--- src/rtl/glu_act_scheduler.sv ---
// Round-robin scheduler sharing one combinational GLU among NUM_REQ engines; whole bursts per grant.
// Latency: 1 cycle, transfer -> registered out_data. Backpressure: out_valid && !out_ready stalls req_ready[gnt].
// Optional GLU_SCHED_STATS_EN adds per-requester completed-burst counters on stat_bursts.
module glu_act_scheduler #(
  parameter int NUM_REQ   = 4,
  parameter int ID_W      = 2,
  parameter int MAX_BURST = 64
) (
  input  logic                    clk,
  input  logic                    rst,
  input  logic [NUM_REQ-1:0]      req_valid,
  input  logic [NUM_REQ-1:0]      req_last,
  input  logic [16*NUM_REQ-1:0]   req_data,
  output logic [NUM_REQ-1:0]      req_ready,
  output logic [15:0]             glu_in,
  input  logic [15:0]             glu_out,
  output logic                    out_valid,
  input  logic                    out_ready,
  output logic [15:0]             out_data,
  output logic                    out_last,
  output logic [ID_W-1:0]         out_id,
  output logic                    busy,
  output logic                    trunc
`ifdef GLU_SCHED_STATS_EN
  ,
  output logic [NUM_REQ*16-1:0]   stat_bursts
`endif
);

  localparam int BC_W = (MAX_BURST > 1) ? $clog2(MAX_BURST) : 1;

  typedef enum logic {IDLE, BUSY} state_t;

  state_t          state, state_nxt;
  logic [ID_W-1:0] rr_ptr, gnt, pick;
  logic [BC_W-1:0] beat_cnt;
  logic            any_vld, xfer, last_beat, cut, at_max;

  // First valid requester at or after rr_ptr; scanning downward lets the nearest one win.
  always_comb begin
    pick = '0;
    for (int k = NUM_REQ - 1; k >= 0; k--) begin
      if (req_valid[(int'(rr_ptr) + k) % NUM_REQ])
        pick = ID_W'((int'(rr_ptr) + k) % NUM_REQ);
    end
  end

  assign any_vld = |req_valid;
  assign at_max  = (beat_cnt == BC_W'(MAX_BURST - 1));

  always_ff @(posedge clk or posedge rst) begin
    if (rst) state <= IDLE;
    else     state <= state_nxt;
  end

  always_comb begin
    state_nxt = state;
    req_ready = '0;
    glu_in    = 16'h0000;
    busy      = 1'b0;
    xfer      = 1'b0;
    last_beat = 1'b0;
    cut       = 1'b0;
    case (state)
      IDLE: begin
        if (any_vld) state_nxt = BUSY;
      end
      BUSY: begin
        busy           = 1'b1;
        glu_in         = req_data[16*gnt +: 16];
        req_ready[gnt] = !out_valid || out_ready;
        xfer           = req_valid[gnt] && req_ready[gnt];
        last_beat      = req_last[gnt] || at_max;
        cut            = !req_last[gnt] && at_max;
        if (xfer && last_beat) state_nxt = IDLE;
      end
      default: state_nxt = IDLE;
    endcase
  end

  always_ff @(posedge clk or posedge rst) begin
    if (rst) begin
      rr_ptr    <= '0;
      gnt       <= '0;
      beat_cnt  <= '0;
      out_valid <= 1'b0;
      out_data  <= 16'h0000;
      out_last  <= 1'b0;
      out_id    <= '0;
      trunc     <= 1'b0;
    end else begin
      trunc <= xfer && cut;
      if (state == IDLE && any_vld) begin
        gnt      <= pick;
        beat_cnt <= '0;
      end else if (xfer) begin
        beat_cnt <= beat_cnt + 1'b1;
      end
      if (xfer && last_beat)
        rr_ptr <= ID_W'((int'(gnt) + 1) % NUM_REQ);
      // A new transfer reloads the output word even while the old one drains.
      if (xfer) begin
        out_valid <= 1'b1;
        out_data  <= glu_out;
        out_last  <= last_beat;
        out_id    <= gnt;
      end else if (out_ready) begin
        out_valid <= 1'b0;
      end
    end
  end

`ifdef GLU_SCHED_STATS_EN
  logic [15:0] stat_cnt [NUM_REQ];

  always_ff @(posedge clk or posedge rst) begin
    if (rst) begin
      for (int i = 0; i < NUM_REQ; i++) stat_cnt[i] <= 16'h0000;
    end else if (xfer && last_beat) begin
      stat_cnt[gnt] <= stat_cnt[gnt] + 16'h0001;
    end
  end

  always_comb begin
    stat_bursts = '0;
    for (int i = 0; i < NUM_REQ; i++) stat_bursts[16*i +: 16] = stat_cnt[i];
  end
`endif

endmodule

--- config.mk ---
export PLATFORM = sky130hd
export DESIGN_NAME = glu_act_scheduler
export DESIGN_NICKNAME = d
export VERILOG_FILES = /design/src/rtl/glu_act_scheduler.sv
export SDC_FILE = /design/constraint.sdc
export NUM_CORES = 1
export LEC_CHECK = 0
export CORE_MARGIN = 1
export CORE_UTILIZATION = 33
export CTS_CLUSTER_SIZE = 28
export DETAILED_ROUTE_END_ITERATION = 10
export PLACE_DENSITY = 0.89
export REMOVE_ABC_BUFFERS = 1
export SYNTH_ARGS = -nofsm -noshare
export SYNTH_HDL_FRONTEND = slang
export SYNTH_SLANG_ARGS = --single-unit
--- constraint.sdc ---
create_clock -name clk -period 2.1 [get_ports clk]
set_input_delay 0.42 -clock clk [delete_from_list [all_inputs] [get_ports clk]]
set_output_delay 0.42 -clock clk [all_outputs]
set_load 0.02 [all_outputs]
==> results.md <==
* Status: finished, violations left
* Failing checks: setup timing
* Worst Skew at 0.00623 ns
* Pre-CTS WS at -0.351 ns
* Startpoint types: flip-flop
* Placed instance area at 0.00367 mm²
* Post-synth EDFFs at 0
* Power Density at 1290 mW/mm²
* Hold Path Cell Cnt at 1
* TritonCTS clock tree: yes
* Cells on worst reg2reg path at 8
* Tmin final at 2.22 ns
* Final setup vio count at 33
* Power share of the clock group at 0.100
* Most common cell after layout, fill and taps aside: clkdlybuf4s50_1
* Largest cells by area after synthesis: dfrtp_1, mux4_2, mux2_4
* Cell area after synthesis at 0.00208 mm²
* Initial antenna violation count at 0
* DR vias/cell at 5.10
* Drt total wl at 6810 µm
* Number of clock sinks at 32
* Fraction of registers with async set or reset after synthesis at 1.00
* Sequential cell area at 802 µm²
* First-pass GRT wire length at 10000 µm
* Hold/Removal Path Class: flip-flop to flip-flop
* CP max-delay cell: mux4_2
* Total CTS buffers at 5
* Slew HR at 0.732
* Worst EP arrival at 2.38 ns
* Slew Viols, Final at 0
* CTS max path bufs at 2
* Most used flip-flop cell after synthesis: dfrtp_1
* Pwr Total at 5.09 mW
* Initial Util at 0.347
* DRC at 0
* Worst path depth at 8
* Yosys cell types at 39
* Worst EP required at 2.26 ns
* Worst Slack Setup Final at -0.117 ns
* Antenna viol nets, final at 0
* Sw Share at 0.389
* Deepest level of the CTS H-tree at 2
* Global Route Usage Sum at 0.205
* Crit Path Class: flip-flop to flip-flop
* Die area at 0.00663 mm²
* HPWL after DPL at 5130 µm
* DR iter-0 viols at 30
* Fillers at 458
* Final antenna diode count at 0
* Die Height at 81.4 µm
* Most frequent cells in the layout: clkdlybuf4s50_1, buf_4, dfrtp_1, mux4_2, mux2_4
* Critical Path Sink Type: flip-flop
* Worst Tran Pin Value at 0.402 ns
* DRT Pass-1 Iters at 4
* Yosys Warn Count at 0
* F_max at 451 MHz
* Max-cap violation count at 0
* Crit-path max cell delay at 0.57 ns
* Worst path cell trace: buf_6 > inv_6 > ha_4 > nand2_2 > mux4_2 > nor2_4 > clkbuf_16 > mux2_4
* Flop pwr share at 0.213
* Fin cells at 411
* Core outline area at 0.00599 mm²
* Peak supply drop at 935 µV
* Worst Path Buf+Inv at 3
* I/O pin count at 133
* PortBufs at 132
* Power Internal at 3.11 mW
* Gpl congestion at 0.803
* Chip width at 81.4 µm
* CP max FO at 8
* Cell row count at 28
* Post-route design area at 0.00395 mm²
* Combinational fraction of design power at 0.686
* Area fraction of the dominant cell type after synthesis at 0.385
* Root buffer cell: clkbuf_8
* Area grow syn2layout at 89.6%
* Lkg Pwr at 1.67 nW
* Later-pin clock latency in the skew report at 0.28 ns
* Multi-input gate area at 0.00135 mm²
* RSZ-0062 raised after global routing: true
* Clk slew on worst S/H paths at 0.07 ns
* CP delay by family, top: multiplexers
* Fin crit share at 1.06
* Synthesized area per cell at 12.4 µm²
* Post-synthesis cell count at 168
* Yosys reg bits at 32
* Sequential element share of the synthesized area at 0.385
* Drt wl/cell at 16.6 µm
* Fraction of layout cells with a size suffix above 1 at 0.360
* Vias in the first global route at 2166
* Largest net degree at the start of global routing at 33
* Cell taking the most area after synthesis: dfrtp_1
* Final nets at 432
* Final hold slack at 0.492 ns
* Vias at 2097
* R2r setup slk at -0.12 ns
* CTS Hold Bufs at 0
* Final Hold Vio Count at 0
* GRT overflow at 0
* Placed insts at 393
* Net Switching at 1.98 mW
metal layers:
metal  part of all wire  global-route usage  wire length, µm
met5                  0                   0                0
met2               0.49               0.367             3360
met4              0.034               0.104              230
met1               0.36               0.217             2440
met3               0.11              0.0584              770
power groups by stage:
stage | clock [mW] | sequential [mW] | combinational, mW
finish | 0.510 | 1.09 | 3.49
global placement | 0 | 1.06 | 3.18
detailed placement | 0 | 1.08 | 3.23
CTS | 0.522 | 1.08 | 3.24
global route | 0.551 | 1.12 | 3.71
floorplan | 0 | 1.40 | 1.39
what timing repair did:
action,4_1_cts,5_1_grt
endpoints found under the hold margin,0,0
setup buffers,3,8
gates cloned,0,1
pin swaps,4,3
resized for setup,94,22
endpoints found under the setup margin,46,46
area by class of cell:
| type | count | area share |
|---|---|---|
| multi-input combinational | 122 | 0.342 |
| sequential | 32 | 0.203 |
| timing repair buffer | 169 | 0.400 |
| inverter | 6 | 0.00698 |
| clock buffer | 7 | 0.0244 |
| tap | 75 | 0.0238 |
cell usage after synthesis (2+ instances only):
| cell type | number |
|---|---|
| and2_1 | 17 |
| nor2_1 | 3 |
| and3_1 | 5 |
| nor2b_1 | 2 |
| mux2i_1 | 3 |
| inv_1 | 5 |
| nand3_1 | 5 |
| nor3_1 | 2 |
| clkbuf_1 | 2 |
| nand2_2 | 2 |
| mux2_2 | 9 |
| mux4_2 | 18 |
| buf_1 | 2 |
| o211ai_1 | 2 |
| dfrtp_1 | 32 |
| nand2b_1 | 3 |
| o21ai_0 | 9 |
| buf_2 | 3 |
| ha_1 | 5 |
| a21oi_1 | 2 |
| mux2_4 | 10 |
| nand2_1 | 10 |
sequential cells by signal, summed over array words and instances, names as in the netlist:
signal	count
beat_cnt	6
gnt	2
out_data	16
out_id	2
out_last	1
out_valid	1
rr_ptr	2
state	1
trunc	1
logic make-up after synthesis:
logic type,synth area share
adders and majority gates,0.0301
and+or+nand+nor,0.152
buffers and inverters,0.0349
AOI/OAI and AO/OA,0.0680
DFF,0.385
muxes,0.330
worst paths after layout:
check,from,to
setup / recovery,gnt[0],out_data[9]
hold / removal,out_id[0],out_id[0]
setup reg to reg,gnt[0],out_data[9]
hold reg to reg,out_id[0],out_id[0]
max in group asynchronous,rst,gnt[1]
min in group asynchronous,rst,out_last
through the flow:
step | utilization | setup TNS, ns
after floorplan | - | -17.47
after global placement | 0.612 | -11.01
after detailed placement | 0.612 | -11.80
after CTS | 0.636 | -3.46
after global routing | 0.659 | -4.96
final | 0.659 | -2.69
Note: power is estimated with default switching activity, not from simulation.
